<file path="src/rtl/pipeline_ctrl.sv">
// pipeline_ctrl: central stall/flush controller for the 5-stage pipeline.
// Resolves branches held in EX/MEM, inserts load-use bubbles and sequences the
// req/ack handshake with a variable-latency data memory, aborting on timeout.
// Ports:
//   clk, reset                       clock, synchronous active-high reset
//   idex_MemRead, idex_rd            load in ID/EX and its destination
//   ifid_rs1, ifid_rs2               sources of the IF/ID instruction
//   exmem_Branch/Zero/Is_Greater     branch flags held in EX/MEM
//   exmem_funct                      {funct7[5], funct3} held in EX/MEM
//   exmem_MemRead/MemWrite           memory access held in EX/MEM
//   dmem_ack / dmem_req              data-memory handshake
//   pc_en, *_en, *_flush, pc_src     combinational pipeline-register controls
//   mem_fault                        sticky memory-timeout flag
//   stall_cycles, flush_events       saturating performance counters
module pipeline_ctrl #(
  parameter int unsigned TIMEOUT = 64,
  parameter int unsigned CNT_W   = 16
) (
  input  logic             clk,
  input  logic             reset,
  input  logic             idex_MemRead,
  input  logic [4:0]       idex_rd,
  input  logic [4:0]       ifid_rs1,
  input  logic [4:0]       ifid_rs2,
  input  logic             exmem_Branch,
  input  logic             exmem_Zero,
  input  logic             exmem_Is_Greater,
  input  logic [3:0]       exmem_funct,
  input  logic             exmem_MemRead,
  input  logic             exmem_MemWrite,
  input  logic             dmem_ack,
  output logic             dmem_req,
  output logic             pc_en,
  output logic             ifid_en,
  output logic             idex_en,
  output logic             exmem_en,
  output logic             memwb_en,
  output logic             ifid_flush,
  output logic             idex_flush,
  output logic             exmem_flush,
  output logic             memwb_flush,
  output logic             pc_src,
  output logic             mem_fault,
  output logic [CNT_W-1:0] stall_cycles,
  output logic [CNT_W-1:0] flush_events
);

  // Wait counter only has to hold values up to TIMEOUT-2 (see timeout below).
  localparam int unsigned WCNT_W = (TIMEOUT > 2) ? $clog2(TIMEOUT) : 1;

  typedef enum logic [0:0] {
    S_IDLE = 1'b0,
    S_WAIT = 1'b1
  } state_t;

  state_t            state;
  state_t            state_nx;
  logic [WCNT_W-1:0] wait_cnt;
  logic [WCNT_W-1:0] wait_cnt_nx;

  logic branch_cond;
  logic taken;
  logic lu;
  logic acc;
  logic timeout;
  logic mem_stall;
  logic flush_inc;
  logic unused_funct7;

  // funct7[5] does not distinguish branch kinds.
  assign unused_funct7 = exmem_funct[3];

  // Branch resolution from EX/MEM flags.
  always_comb begin
    branch_cond = 1'b0;
    case (exmem_funct[2:0])
      3'b000:  branch_cond = exmem_Zero;
      3'b001:  branch_cond = !exmem_Zero;
      3'b100:  branch_cond = !exmem_Zero && !exmem_Is_Greater;
      3'b101:  branch_cond = exmem_Zero || exmem_Is_Greater;
      default: branch_cond = 1'b0;
    endcase
    taken = exmem_Branch && branch_cond;
  end

  // Load-use hazard between the load in ID/EX and the instruction in IF/ID.
  assign lu = idex_MemRead && (idex_rd != 5'd0) &&
              ((idex_rd == ifid_rs1) || (idex_rd == ifid_rs2));

  assign acc = exmem_MemRead || exmem_MemWrite;

  // Memory FSM state register.
  always_ff @(posedge clk) begin
    if (reset) begin
      state    <= S_IDLE;
      wait_cnt <= '0;
    end else begin
      state    <= state_nx;
      wait_cnt <= wait_cnt_nx;
    end
  end

  // Memory FSM next state and request. The IDLE request cycle is the first
  // wait cycle, so the TIMEOUT-th request cycle without an ack (WAIT with
  // wait_cnt at TIMEOUT-2, about to reach TIMEOUT-1) aborts.
  always_comb begin
    state_nx    = state;
    wait_cnt_nx = wait_cnt;
    dmem_req    = 1'b0;
    timeout     = 1'b0;
    case (state)
      S_IDLE: begin
        if (acc) begin
          dmem_req = 1'b1;
          if (!dmem_ack) begin
            state_nx    = S_WAIT;
            wait_cnt_nx = '0;
          end
        end
      end
      S_WAIT: begin
        dmem_req = 1'b1;
        if (dmem_ack) begin
          state_nx    = S_IDLE;
          wait_cnt_nx = '0;
        end else if (wait_cnt == WCNT_W'(TIMEOUT - 2)) begin
          timeout     = 1'b1;
          state_nx    = S_IDLE;
          wait_cnt_nx = '0;
        end else begin
          wait_cnt_nx = wait_cnt + WCNT_W'(1);
        end
      end
      default: begin
        state_nx    = S_IDLE;
        wait_cnt_nx = '0;
      end
    endcase
    if (reset) begin
      dmem_req = 1'b0;
      timeout  = 1'b0;
    end
  end

  assign mem_stall = acc && !dmem_ack && !timeout;

  // Pipeline-register controls, highest priority first.
  always_comb begin
    pc_en       = 1'b1;
    ifid_en     = 1'b1;
    idex_en     = 1'b1;
    exmem_en    = 1'b1;
    memwb_en    = 1'b1;
    ifid_flush  = 1'b0;
    idex_flush  = 1'b0;
    exmem_flush = 1'b0;
    memwb_flush = 1'b0;
    pc_src      = 1'b0;
    if (reset) begin
      pc_en       = 1'b0;
      ifid_flush  = 1'b1;
      idex_flush  = 1'b1;
      exmem_flush = 1'b1;
      memwb_flush = 1'b1;
    end else if (mem_stall) begin
      // Freeze everything up to EX/MEM; MEM/WB keeps draining bubbles.
      pc_en       = 1'b0;
      ifid_en     = 1'b0;
      idex_en     = 1'b0;
      exmem_en    = 1'b0;
      memwb_flush = 1'b1;
    end else if (timeout) begin
      // Aborted access becomes a bubble as it leaves EX/MEM.
      memwb_flush = 1'b1;
    end else if (taken) begin
      pc_src      = 1'b1;
      ifid_flush  = 1'b1;
      idex_flush  = 1'b1;
      exmem_flush = 1'b1;
    end else if (lu) begin
      pc_en      = 1'b0;
      ifid_en    = 1'b0;
      idex_flush = 1'b1;
    end
  end

  assign flush_inc = timeout || (taken && !mem_stall);

  // Sticky fault flag and saturating performance counters.
  always_ff @(posedge clk) begin
    if (reset) begin
      mem_fault    <= 1'b0;
      stall_cycles <= '0;
      flush_events <= '0;
    end else begin
      if (timeout) begin
        mem_fault <= 1'b1;
      end
      if (!pc_en && (stall_cycles != '1)) begin
        stall_cycles <= stall_cycles + CNT_W'(1);
      end
      if (flush_inc && (flush_events != '1)) begin
        flush_events <= flush_events + CNT_W'(1);
      end
    end
  end

endmodule

</file>
<file path="config.mk">
export PLATFORM = sky130hd
export DESIGN_NAME = pipeline_ctrl
export DESIGN_NICKNAME = d
export VERILOG_FILES = /design/src/rtl/pipeline_ctrl.sv
export SDC_FILE = /design/constraint.sdc
export NUM_CORES = 1
export LEC_CHECK = 0
export ABC_AREA = 1
export CAP_MARGIN = 25
export CORE_AREA = 2 2 84 66
export CTS_BUF_LIST = sky130_fd_sc_hd__clkbuf_8
export DETAILED_ROUTE_END_ITERATION = 7
export DIE_AREA = 0 0 86 68
export PLACE_DENSITY = 0.86
export RECOVER_POWER = 50
export SYNTH_ARGS = -nofsm -noshare
export SYNTH_HDL_FRONTEND = slang
export SYNTH_SLANG_ARGS = --single-unit
</file>
<file path="constraint.sdc">
create_clock -name clk -period 2.66 [get_ports clk]
set_input_delay 0.532 -clock clk [delete_from_list [all_inputs] [get_ports clk]]
set_output_delay 0.532 -clock clk [all_outputs]
set_load 0.01 [all_outputs]
</file>
Word-level counts from Yosys, hierarchy flattened --
Cells that the tools add are included.
Storage, ports and cells: memories kept 0, RAM bits 0, flip-flop bits (word level) 40, input bits 28, word-level logic and storage cells 80, output and inout port bits 44, memory bits (read-only) 0, latch bits 0
Operators by class: bitwise logic cells 1, shifts and indexed selects 0, divide/modulo/power cells 0, add/subtract/negate cells 3, equality and inequality tests 10, mux-type cells 39, multipliers 0, $lt $le $gt $ge 0, reductions and logical operators 22
Operator list (count):
- adder 16 x 1 -> 16 bit (second input constant) | 2
- != test 16 bit (second input constant) | 2
- two-way mux 1 bit | 31
- two-way mux 6 bit | 4
- one-hot mux 6 bit (2 select lines) | 1
- equality test 5 bit | 2
- logical AND 1 bit | 9
- adder 6 x 1 -> 6 bit (second input constant) | 1
- equality test 3 bit (second input constant) | 2
- equality test 6 bit (second input constant) | 1
- zero test 1 bit | 6
- nonzero test 5 bit | 1
- logical OR 1 bit | 4
- != test 2 bit (second input constant) | 2
- one-hot mux 1 bit (2 select lines) | 2
- one-hot mux 1 bit (4 select lines) | 1
- equality test 3 x 1 -> 1 bit (second input constant) | 1
- zero test 3 bit | 1
- AND reduction 2 bit | 1
- inverter 1 bit | 1

Depth between registers and ports, before layout --
Gate-level depths: netlist of run 1.
depth after elaboration 11, depth in mapped cells 13, mapped depth without buffers 13

Worst setup path before layout of run 1 --
Ideal clock, no wire load.
path type input -> output, start input port reset, end output port idex_en, setup slack 0.480 ns, stages 6, required time 2.128 ns, arrival time 1.648 ns, path through clkbuf_2 > inv_1 > clkbuf_1 > clkbuf_1 > nand3_1 > buf_4
Between the ends: cells in the longest elaborated chain, start to end 5
Ends and longest elaborated chain:
- start: declaration | RTL line 20 | input logic reset,
- two-way mux 1 bit | RTL line 139 | if (reset) begin
- zero test 1 bit | RTL line 145 | assign mem_stall = acc && !dmem_ack && !timeout;
- logical AND 1 bit | RTL line 145
- two-way mux 1 bit
- two-way mux 1 bit *
- end: declaration | RTL line 35 | output logic idex_en,
Mark *: on every way between the ends. The rest lies on a longest branch, timed or not.

Worst setup path after layout of run 1 --
start input port idex_rd[2], end output port idex_flush
Between the ends: cells in the longest elaborated chain, start to end 8, elaborated cells between the ends (all ways) 11, those cells by class eq/ne: 2; mux: 5; reduce/logical: 4
Ends and longest elaborated chain:
- start: declaration | RTL line 22 | input logic [4:0] idex_rd,
- equality test 5 bit or nonzero test 5 bit (tied branches) | RTL line 88, 87
- logical OR 1 bit or logical AND 1 bit (tied branches) | RTL line 88, 87
- logical AND 1 bit * | RTL line 87 | assign lu = idex_MemRead && (idex_rd != 5'd0) &&
- two-way mux 1 bit * | RTL line 180 | end else if (lu) begin
- two-way mux 1 bit * | RTL line 175 | end else if (taken) begin
- two-way mux 1 bit * | RTL line 172 | end else if (timeout) begin
- two-way mux 1 bit * | RTL line 165 | end else if (mem_stall) begin
- two-way mux 1 bit * | RTL line 159 | if (reset) begin
- end: declaration | RTL line 39 | output logic idex_flush,
Marked as above.

==> results of run 1 <==
==> timing repair <==
item,CTS,global route
pin swaps,1,2
resized for setup,9,15
endpoints found under the setup margin,7,9
buffers inserted,0,1
==> cell families (layout without fill, tap and decap cells) <==
group | count (synthesis) | in the layout
AOI/OAI and AO/OA | 41 | 41
xor gates and xnor gates | 10 | 10
adders and majority gates | 4 | 4
buffers and inverters | 75 | 155
DFF | 40 | 40
other | 1 | 1
and+or+nand+nor | 236 | 236
==> state kept, by name, indices dropped and copies added, names as in the netlist <==
name / cells
state: 1
stall_cycles: 16
wait_cnt: 6
flush_events: 16
mem_fault: 1
==> placed cells by master, fill, tap and decap left out, types with 2 or more instances in the layout <==
cell type,Yosys,final
a21oi_1,25,25
or2_2,2,2
dlygate4sd2_1,0,3
nand3_1,36,34
clkbuf_8,0,5
xnor2_1,3,3
ha_1,4,4
nand2_2,3,4
xor2_1,7,7
dlymetal6s2s_1,0,10
nand3_2,2,2
nor3_1,16,16
o21ai_1,1,2
o21ai_0,9,7
nor2_2,2,3
buf_4,3,13
clkdlybuf4s50_1,0,22
dfxtp_1,40,40
nand3b_1,2,2
nand2_4,2,2
clkbuf_1,3,2
dlygate4sd3_1,0,33
nand3_4,1,3
nand4_1,7,8
nor2_1,53,52
and3_1,4,4
inv_1,63,64
nand2_1,102,101
a31oi_1,2,2
==> cells in the mapped netlist, types with 3 or more instances <==
| master | count | share of area (%) |
|---|---|---|
| nand3_1 | 36 | 7.1 |
| clkbuf_1 | 3 | 0.44 |
| xor2_1 | 7 | 2.4 |
| buf_4 | 3 | 0.88 |
| nand4_1 | 7 | 1.7 |
| inv_1 | 63 | 9.3 |
| dfxtp_1 | 40 | 31 |
| nor3_1 | 16 | 3.1 |
| o21ai_0 | 9 | 1.8 |
| ha_1 | 4 | 2.0 |
| a21oi_1 | 25 | 4.9 |
| nand2_2 | 3 | 0.74 |
| and3_1 | 4 | 0.98 |
| nor2_1 | 53 | 7.8 |
| nand2_1 | 102 | 15 |
| xnor2_1 | 3 | 1.0 |
==> through the flow <==
step                      setup slack, ns  setup TNS, ns  hold WS (ns)  power (uW)  instances
after global routing             0.006907              0        0.4726        1248        549
final                             0.07766              0        0.4590        1191        549
after global placement            -0.2500        -0.7728        0.4453       823.0        541
after CTS                         -0.1630        -0.4799        0.4671        1204        548
after floorplan                    0.4800              0        0.4761       729.1        407
after detailed placement          -0.2776        -0.9898        0.4511       828.5        541
==> final timing paths <==
| check | from | end | depth (start not counted) |
|---|---|---|---|
| setup / recovery | idex_rd[2] | idex_flush | 8 |
| hold / removal | mem_fault | mem_fault | 2 |
| hold reg to reg | mem_fault | mem_fault | 2 |
| setup reg to reg | wait_cnt[0] | flush_events[3] | 13 |
==> final cells by class <==
type                            count  share of cell area [%]
Sequential cell                    40                   23.01
Multi-Input combinational cell    292                   42.14
Tap cell                           62                   2.229
Inverter                           64                   6.904
Timing Repair Buffer               84                   23.48
Clock inverter                      2                  0.2517
Clock buffer                        5                   1.978
==> metal layers <==
| layer | GRT usage [%] | up-vias | share of wire [%] |
|---|---|---|---|
| met1 | 27.36 | 1245 | 47 |
| met4 | 4.167 | 0 | 0.64 |
| met2 | 39.92 | 73 | 47 |
| met5 | 0 | - | 0 |
| met3 | 4.101 | 6 | 5.1 |
| li1 | - | 1449 | - |
==> power by group <==
group | total [uW] | leakage [uW] | switching [uW] | internal, uW
Clock | 377 | 0.0000452 | 202 | 175
Sequential | 613 | 0.000323 | 7.57 | 605
Combinational | 201 | 0.00136 | 104 | 97.3
Total | 1190 | 0.00173 | 314 | 877
==> worst register-to-register path, cell delays in order (launching register included) <==
cell	delay [ns]
dfxtp_1	0.33
inv_1	0.10
ha_1	0.15
nand3_1	0.08
nor2_2	0.13
nand3_2	0.10
buf_4	0.15
nand2_2	0.08
buf_4	0.13
buf_4	0.11
nand3_4	0.19
nor2_1	0.24
nand2_1	0.06
and3_1	0.16
==> summary.md, run 1 <==
| Metric | Value |
|---|---|
| Status | finished clean |
| Largest net degree at the start of global routing | 28 |
| Post-DR wirelength/cell | 11.37 um |
| Pwr dens | 342.3 nW/um^2 |
| WP data arrival | 2.05 ns |
| Vias in the first global route | roughly 2,400 |
| Iteration-0 DRC Markers | roughly 110 |
| RSZ-0062 raised after global routing | false |
| H-tree depth | 2 |
| Chip height | a little under 70 um |
| XOR/XNOR Fraction of Synth Area | roughly 3.4% |
| Sequential Area | 800.8 um^2 |
| Max Freq | 387.2 MHz |
| CTS clock-pin slew for the worst setup and hold paths | about 0.07 ns |
| DP Area | 3353 um^2 |
| P_leak | 0.001729 uW |
| Buffers on Ports | 69 |
| TritonCTS clock tree | yes |
| Combinational family with the most area after synthesis | simple AND/OR/NAND/NOR gates |
| Cts hold-fix bufs | 0 |
| Fin. Hold Viols | 0 |
| Core Region | 5094 um^2 |
| YS warnings | 0 |
| Min-Delay Path Class | flop to flop |
| Final WL | 6242 um |
| Post-DP HPWL | 4821 um |
| Slew margin rel. | 48.64% |
| Startpoint types | input port |
| Critical path's slowest cell | clkdlybuf4s50_1 |
| Routed Antenna Nets | 0 |
| Most used cell, CP | inv_1 |
| Clock latency on the worst-skew pair | 0.28 ns |
| Count of final setup violators | 0 |
| Syn avg cell area | 6.265 um^2 |
| Global-route wire length before repair | 10,440 um |
| Post-route DRC | 0 |
| Critical path type | input port to primary output |
| Asr flop ratio synth | 0% |
| CP Data Required Time | 2.13 ns |
| Setup crit end kind | primary output |
| Synth Area in Compound Gates | 8.636% |
| DRT Pass-1 Iters | 4 |
| Post-layout minimum cycle time | 2.582 ns |
| Starting density of the core | about 50% |
| Vias | roughly 2,800 |
| Ports | 72 |
| Die width | 86 um |
| Initial antenna violation count | 0 |
| Gr ovfl total | 0 |
| Number of synthesized flops with an enable pin | 0 |
| GPL Wtd Cong | about 0.9 |
| Final nets | 519 |
| Total Routing Usage GR | between 20% and 30% |
| Peak fanout along the critical path | 3 |
| Fin area | 3480 um^2 |
| CP Cell Sequence | clkdlybuf4s50_1 > inv_1 > nand3_1 > o21ai_1 > inv_1 > buf_4 > a31o_2 > dlygate4sd2_1 |
| Synth unique cells | 38 |
| R2r setup slk | between 0.5 and 0.6 ns |
| Area Growth Syn to Fin | 36.46% |
| Area of the die | between 5000 and 6000 um^2 |
| Fin util | 68.31% |
| Peak VDD IR | about 0.27 mV |
| Max cap viols | 0 |
| Post-synthesis sequential area ratio | 31.40% |
| Post-Syn Area | 2550 um^2 |
| Critical path buffers and inverters | 5 |
| Adder-Cell Fraction of Synth Area | 1.963% |
| Mapped Cells | 407 |
| Row Count | 23 |
| Mux cell area share after synthesis | 0% |
| Vias/cell | between 5 and 6 |
| Max Slew Vio Count | 0 |
| Top delay family on crit path | buffers and inverters |
| Number of buffers created by CTS | 5 |
| Synthesized net count | 439 |
| # fillers | roughly 440 |
| Maximum buffer depth of the clock tree | 2 |
| CP max stage delay | 0.44 ns |
| Clock root cell | clkbuf_8 |
| Primary FF master, synth | dfxtp_1 |
| Layout cells sized above 1 | around 8.4% |
| Yosys reg bits | 40 |
| Post-synthesis simple-gate area fraction | between 40% and 50% |
| N_diodes | 0 |
| Area of the multi-input gates | 1466 um^2 |
| Period utilization | 97.08% |
| CTS sink count | 40 |
| Layout Skew | 0.006056 ns |
| Least-Margin Pin Slew | just under 0.8 ns |
Power figures use the tool's default switching activity.
==> inputs of run 2 (changes only) <==
--- a/config.mk
+++ b/config.mk
@@ -7,11 +7,13 @@
 export LEC_CHECK = 0
 export ABC_AREA = 1
 export CAP_MARGIN = 25
-export CORE_AREA = 2 2 84 66
+export CELL_PAD_IN_SITES_DETAIL_PLACEMENT = 1
+export CELL_PAD_IN_SITES_GLOBAL_PLACEMENT = 1
+export CORE_AREA = 2 2 101 78
 export CTS_BUF_LIST = sky130_fd_sc_hd__clkbuf_8
 export DETAILED_ROUTE_END_ITERATION = 7
-export DIE_AREA = 0 0 86 68
-export PLACE_DENSITY = 0.86
+export DIE_AREA = 0 0 103 80
+export PLACE_DENSITY = 0.87
 export RECOVER_POWER = 50
 export SYNTH_ARGS = -nofsm -noshare
 export SYNTH_HDL_FRONTEND = slang
==> summary.md, run 2 (same netlist as run 1, synthesis figures left out) <==
| Metric | Value |
|---|---|
| Layout cells sized above 1 | 9.671% (was 8.419%) |
| Fin util | 48.77% (was 68.31%) |
| Critical path buffers and inverters | 5 (unchanged) |
| Fin. Hold Viols | 0 (unchanged) |
| Commonest non-fill, non-tap cell in the layout | nand2_1 (unchanged) |
| Max Slew Vio Count | 0 (unchanged) |
| Setup crit end kind | primary output (unchanged) |
| Top Registers | flush_events: 16 flops, stall_cycles: 16 flops, wait_cnt: 6 flops (unchanged) |
| Critical path type | input port to primary output (unchanged) |
| Gr ovfl total | 0 (unchanged) |
| Die width | 103 um (was 86 um) |
| CTS sink count | 40 (unchanged) |
| Most used cell, CP | inv_1 (unchanged) |
| Critical path's slowest cell | clkdlybuf4s50_1 (unchanged) |
| Core Region | 7229 um^2 (was 5094 um^2) |
| Ports | 72 (unchanged) |
| Max Freq | 395.6 MHz (was 387.2 MHz) |
| Largest net degree at the start of global routing | 28 (unchanged) |
| Min-Delay Path Class | flop to flop (unchanged) |
| Global-route wire length before repair | 14,020 um (was 10,440 um) |
| CP Cell Sequence | clkdlybuf4s50_1 > clkbuf_4 > a21oi_2 > inv_1 > nand2_1 > inv_1 > a31o_2 > dlygate4sd2_1 (was clkdlybuf4s50_1 > inv_1 > nand3_1 > o21ai_1 > inv_1 > buf_4 > a31o_2 > dlygate4sd2_1) |
| GPL Wtd Cong | 0.8079 (was 0.9123) |
| Initial antenna violation count | 0 (unchanged) |
| # fillers | 996 (was 443) |
| Post-layout minimum cycle time | 2.528 ns (was 2.582 ns) |
| Iteration-0 DRC Markers | 67 (was 106) |
| Clock root cell | clkbuf_8 (unchanged) |
| RSZ-0062 raised after global routing | false (unchanged) |
| Vias in the first global route | 3,083 (was 2,403) |
| Filler-free cell count of the finished design | 587 (was 549) |
| Startpoint types | input port (unchanged) |
| Area of the die | 8240 um^2 (was 5848 um^2) |
| Post-route DRC | 0 (unchanged) |
| Buffers on Ports | 69 (unchanged) |
| Period utilization | 95.03% (was 97.08%) |
| TritonCTS clock tree | yes (unchanged) |
| Vias/cell | 4.911 (was 5.051) |
| Layout Skew | 0.009372 ns (was 0.006056 ns) |
| P_leak | 0.001695 uW (was 0.001729 uW) |
| Final nets | 517 (was 519) |
| DP Area | 3395 um^2 (was 3353 um^2) |
| H-tree depth | 2 (unchanged) |
| Post-DR wirelength/cell | 14.09 um (was 11.37 um) |
| Tot Pwr | 1324 uW (was 1191 uW) |
| DRT Pass-1 Iters | 4 (unchanged) |
| Number of buffers created by CTS | 5 (unchanged) |
| Row Count | 27 (was 23) |
| Top delay family on crit path | buffers and inverters (unchanged) |
| Count of final setup violators | 0 (unchanged) |
| Post-DP HPWL | 6341 um (was 4821 um) |
| WP data arrival | 2.00 ns (was 2.05 ns) |
| Peak VDD IR | 0.2117 mV (was 0.2713 mV) |
| Starting density of the core | 35.27% (was 50.06%) |
| Vias | 2,883 (was 2,773) |
| Sequential Area | 802.0 um^2 (was 800.8 um^2) |
| CP max stage delay | 0.46 ns (was 0.44 ns) |
| Fin area | 3526 um^2 (was 3480 um^2) |
| Area Growth Syn to Fin | 38.27% (was 36.46%) |
| Cts hold-fix bufs | 0 (unchanged) |
| Commonest cells after routing, fill and taps aside | nand2_1 (101), inv_1 (63), nor2_1 (51) (was nand2_1 (101), inv_1 (64), nor2_1 (52)) |
| Maximum buffer depth of the clock tree | 2 (unchanged) |
| Area of the multi-input gates | 1465 um^2 (was 1466 um^2) |
| N_diodes | 0 (unchanged) |
| Total Routing Usage GR | 21.33% (was 21.89%) |
| Post-Place Cells | 579 (was 541) |
| Clock latency on the worst-skew pair | 0.30 ns (was 0.28 ns) |
| Status | finished clean (unchanged) |
| Routed Antenna Nets | 0 (unchanged) |
| Setup_tns | 0 ns (unchanged) |
| CP Data Required Time | 2.13 ns (about the same) |
| Chip height | 80 um (was 68 um) |
| Max cap viols | 0 (unchanged) |
| CTS clock-pin slew for the worst setup and hold paths | 0.08 ns (was 0.07 ns) |
| Final WL | 8268 um (was 6242 um) |
| Peak fanout along the critical path | 3 (unchanged) |
| Pwr dens | 375.4 nW/um^2 (was 342.3 nW/um^2) |
==> run 2: changes by cell type in the layout (fill, tap and decap cells not counted), moves of 2 or more <==
| cell | previous run | this run |
|---|---|---|
| dlygate4sd2_1 | 3 | 9 |
| dlymetal6s2s_1 | 10 | 5 |
| clkdlybuf4s50_1 | 22 | 20 |
| clkbuf_1 | 2 | 0 |
==> run 2: what timing repair did <==
item                                    CTS  global route
pin swaps                                 1             2
gates resized for setup                  20            12
buffers inserted                          0             0
endpoints found under the setup margin    6             5
==> run 2: layout make-up <==
class                           count  share of cell area (%)
Clock buffer                        5                   1.952
Multi-Input combinational cell    292                   41.55
Inverter                           64                   6.813
Clock inverter                      3                   1.100
Tap cell                          101                   3.584
Sequential cell                    40                   22.75
Timing Repair Buffer               82                   22.25
==> run 2: path summary, 6_finish.rpt <==
kind	startpoint	slack, ns	cells past startpoint	end
worst min-delay path	mem_fault	0.47	2	mem_fault
worst max register to register	stall_cycles[0]	0.44	10	stall_cycles[11]
worst max-delay path	dmem_ack	0.13	8	idex_flush
worst min register to register	mem_fault	0.47	2	mem_fault
==> run 2: metal layers <==
| layer | track usage, % | vias up | share of wire, % | routed length [um] |
|---|---|---|---|---|
| met1 | 25.57 | 1384 | 45 | 3694 |
| met5 | 0 | - | 0 | 0 |
| met3 | 3.765 | 11 | 3.1 | 256 |
| met4 | 4.737 | 0 | 1.1 | 91 |
| li1 | - | 1440 | - | - |
| met2 | 39.35 | 48 | 51 | 4225 |
==> run 2: power by group <==
group / switching (uW) / total (uW) / internal [uW]
Sequential: 7.86 / 613 / 605
Clock: 230 / 505 / 275
Combinational: 111 / 205 / 94.3
==> run 2: stage by stage <==
| step | setup slack [ns] | hold slack [ns] |
|---|---|---|
| floorplan | 0.4800 | 0.4761 |
| global placement | -0.2139 | 0.4453 |
| detailed placement | -0.3461 | 0.4526 |
| CTS | 0.007619 | 0.4672 |
| global route | 0.005629 | 0.4945 |
| finish | 0.1321 | 0.4671 |
==> run 2: worst reg2reg max path, cell delays in order (launching register included) <==
cell     delay [ns]
dfxtp_1        0.44
ha_1           0.24
nand3_1        0.09
nor2_1         0.29
nand4_1        0.46
nand2_1        0.29
nor3_1         0.07
nand2_1        0.09
nand2_1        0.05
nand2_1        0.06
nor2_1         0.04
==> inputs of run 3 (changes only) <==
--- a/config.mk
+++ b/config.mk
@@ -14,7 +14,7 @@
 export DETAILED_ROUTE_END_ITERATION = 7
 export DIE_AREA = 0 0 103 80
 export PLACE_DENSITY = 0.87
-export RECOVER_POWER = 50
+export RECOVER_POWER = 25
 export SYNTH_ARGS = -nofsm -noshare
 export SYNTH_HDL_FRONTEND = slang
 export SYNTH_SLANG_ARGS = --single-unit
==> summary.md, run 3 (same netlist as run 1, synthesis figures left out) <==
| Metric | Value |
|---|---|
| Status | finished clean (unchanged) |
| Tot Pwr | 1321 uW (was 1324 uW) |
| Filler-free cell count of the finished design | 587 (unchanged) |
| Setup crit end kind | primary output (unchanged) |
| Critical path's slowest cell | clkdlybuf4s50_1 (unchanged) |
| CP Data Required Time | 2.13 ns (about the same) |
| Combinational share of power | 15.6% (was 15.5%) |
| Peak fanout along the critical path | 3 (unchanged) |
| Fin. Hold Viols | 0 (unchanged) |
| GPL Wtd Cong | 0.8079 (unchanged) |
| CP Cell Sequence | clkdlybuf4s50_1 > clkbuf_4 > a21oi_2 > inv_1 > nand2_1 > inv_1 > a31o_2 > dlygate4sd2_1 (unchanged) |
| Global-route wire length before repair | 14,020 um (unchanged) |
| Final hold slack | 0.4667 ns (was 0.4671 ns) |
| CTS clock-pin slew for the worst setup and hold paths | 0.07 ns (was 0.08 ns) |
| Endpoint, Worst Hold | mem_fault (unchanged) |
| TritonCTS clock tree | yes (unchanged) |
| Startpoint types | input port (unchanged) |
| P_sw | 345.3 uW (was 349.0 uW) |
| Final WL | 8255 um (was 8268 um) |
| R2r setup slk | 0.56 ns (was 0.44 ns) |
| Max Slew Vio Count | 0 (unchanged) |
| Total Routing Usage GR | 21.33% (unchanged) |
| Critical path buffers and inverters | 5 (unchanged) |
| Area of the die | 8240 um^2 (unchanged) |
| Highest routed layer | met4 (unchanged) |
| Share of power burned in registers | 46.4% (was 46.3%) |
| H-tree depth | 2 (unchanged) |
| Post-DP HPWL | 6341 um (unchanged) |
| M1 WL | 3667 um (was 3694 um) |
| Clock root cell | clkbuf_8 (unchanged) |
| Layout Skew | 0.01064 ns (was 0.009372 ns) |
| DP Area | 3395 um^2 (unchanged) |
| Post-DR wirelength/cell | 14.06 um (was 14.09 um) |
| Max cap viols | 0 (unchanged) |
| Ports | 72 (unchanged) |
| WP data arrival | 1.99 ns (was 2.00 ns) |
| Initial antenna violation count | 0 (unchanged) |
| Vias in the first global route | 3,083 (unchanged) |
| P_leak | 0.001643 uW (was 0.001695 uW) |
| N_diodes | 0 (unchanged) |
| Internal | 975.4 uW (was 974.7 uW) |
| R2r startpoint | wait_cnt[0] (was stall_cycles[0]) |
| Number of buffers created by CTS | 5 (unchanged) |
| Critical path type | input port to primary output (unchanged) |
| Top Registers | flush_events: 16 flops, stall_cycles: 16 flops, wait_cnt: 6 flops (unchanged) |
| Cts hold-fix bufs | 0 (unchanged) |
| Layout cells sized above 1 | 9.877% (was 9.671%) |
| Commonest cells after routing, fill and taps aside | nand2_1 (101), inv_1 (63), nor2_1 (51) (unchanged) |
| FF-to-FF End | flush_events[14] (was stall_cycles[11]) |
| Post-Place Cells | 579 (unchanged) |
| Post-layout minimum cycle time | 2.526 ns (was 2.528 ns) |
| Max Freq | 395.8 MHz (was 395.6 MHz) |
| Fin area | 3532 um^2 (was 3526 um^2) |
| Commonest non-fill, non-tap cell in the layout | nand2_1 (unchanged) |
| Row Count | 27 (unchanged) |
| CTS sink count | 40 (unchanged) |
| Vias/cell | 4.908 (was 4.911) |
| Period utilization | 94.98% (was 95.03%) |
| WL met3 | 274 um (was 256 um) |
| Post-route DRC | 0 (unchanged) |
| CP max stage delay | 0.46 ns (about the same) |
| Met2 WL | 4224 um (was 4225 um) |
| Die width | 103 um (unchanged) |
| Peak VDD IR | 0.2115 mV (was 0.2117 mV) |
| Starting density of the core | 35.27% (unchanged) |
| Maximum buffer depth of the clock tree | 2 (unchanged) |
| Worst Hold Depth | 2 (unchanged) |
| Vias | 2,881 (was 2,883) |
| Chip height | 80 um (unchanged) |
| Clock network power share | 38.0% (was 38.2%) |
| # fillers | 994 (was 996) |
| Largest net degree at the start of global routing | 28 (unchanged) |
| Sw Ratio | 26.14% (was 26.36%) |
| Clock latency on the worst-skew pair | 0.30 ns (about the same) |
| Count of final setup violators | 0 (unchanged) |
| Core Region | 7229 um^2 (unchanged) |
| DRT Pass-1 Iters | 4 (unchanged) |
| Worst Reg-to-Reg Cells | 12 (was 10) |
| RSZ-0062 raised after global routing | false (unchanged) |
| Iteration-0 DRC Markers | 59 (was 67) |
| Most used cell, CP | inv_1 (unchanged) |
| Area Growth Syn to Fin | 38.52% (was 38.27%) |
| Pwr dens | 373.9 nW/um^2 (was 375.4 nW/um^2) |
| Final nets | 517 (unchanged) |
| Top delay family on crit path | buffers and inverters (unchanged) |
| Slack of the critical path | 0.1336 ns (was 0.1321 ns) |
| Post-CTS setup buffers | 0 (unchanged) |
| HP Start | mem_fault (unchanged) |
| Min-Delay Path Class | flop to flop (unchanged) |
| Setup Slack @ Placement | -0.3461 ns (unchanged) |
| Gr ovfl total | 0 (unchanged) |
| Buffers on Ports | 69 (unchanged) |
| Routed Antenna Nets | 0 (unchanged) |
-- run 3: worst reg2reg max path: stages, from the launching register on --
cell and delay, ns:
dfxtp_1 0.34, inv_1 0.09, ha_1 0.16, nand3_1 0.08, nor2_1 0.17, nand3_2 0.15, nand2_2 0.16, buf_4 0.15
nand3_4 0.20, nor2_2 0.20, nand2_1 0.08, o21ai_0 0.18, nor2_1 0.06
-- run 3: through the flow --
step	utilization [%]	setup TNS, ns
final	48.86	0
after global routing	48.86	0
after CTS	48.56	0
after detailed placement	46.95	-1.310
after global placement	46.95	-0.8723
after floorplan	-	0
-- run 3: timing repair --
item	CTS	global route
gates resized for setup	20	12
endpoints found under the setup margin	6	5
pin swaps	1	2
-- run 3: worst max path at each step --
stage | startpoint | end | depth (start not counted)
2_1_floorplan | reset | idex_en | 6
3_3_place_gp | idex_rd[0] | pc_en | 9
3_5_place_dp | idex_rd[0] | pc_en | 9
4_1_cts | dmem_ack | memwb_flush | 7
5_1_grt | ifid_rs1[3] | ifid_en | 11
6_report | dmem_ack | idex_flush | 8
-- run 3: per-layer routing --
layer  global-route usage [%]  up-vias
met5                        0        -
met4                    4.737        0
met3                    3.765       11
met2                    39.35       53
met1                    25.57     1379
li1                         -     1438
-- run 3: power groups by stage --
stage	Combinational, uW	Clock, uW	Sequential (uW)
after floorplan	101	0	628
after global placement	200	0	627
after global routing	229	535	615
after detailed placement	210	0	627
after CTS	208	513	613
final	206	502	613
-- run 3: final cells by class --
cell class              instances  area (um^2)  share of cell area [%]
inverters                      64        240.2                   6.801
multi-input cells             292         1471                   41.66
flip-flops and latches         40        802.0                   22.71
clock inverters                 3        38.79                   1.098
repair buffers                 82        784.5                   22.21
clock buffers                   5        68.82                   1.948
well taps                     101        126.4                   3.578
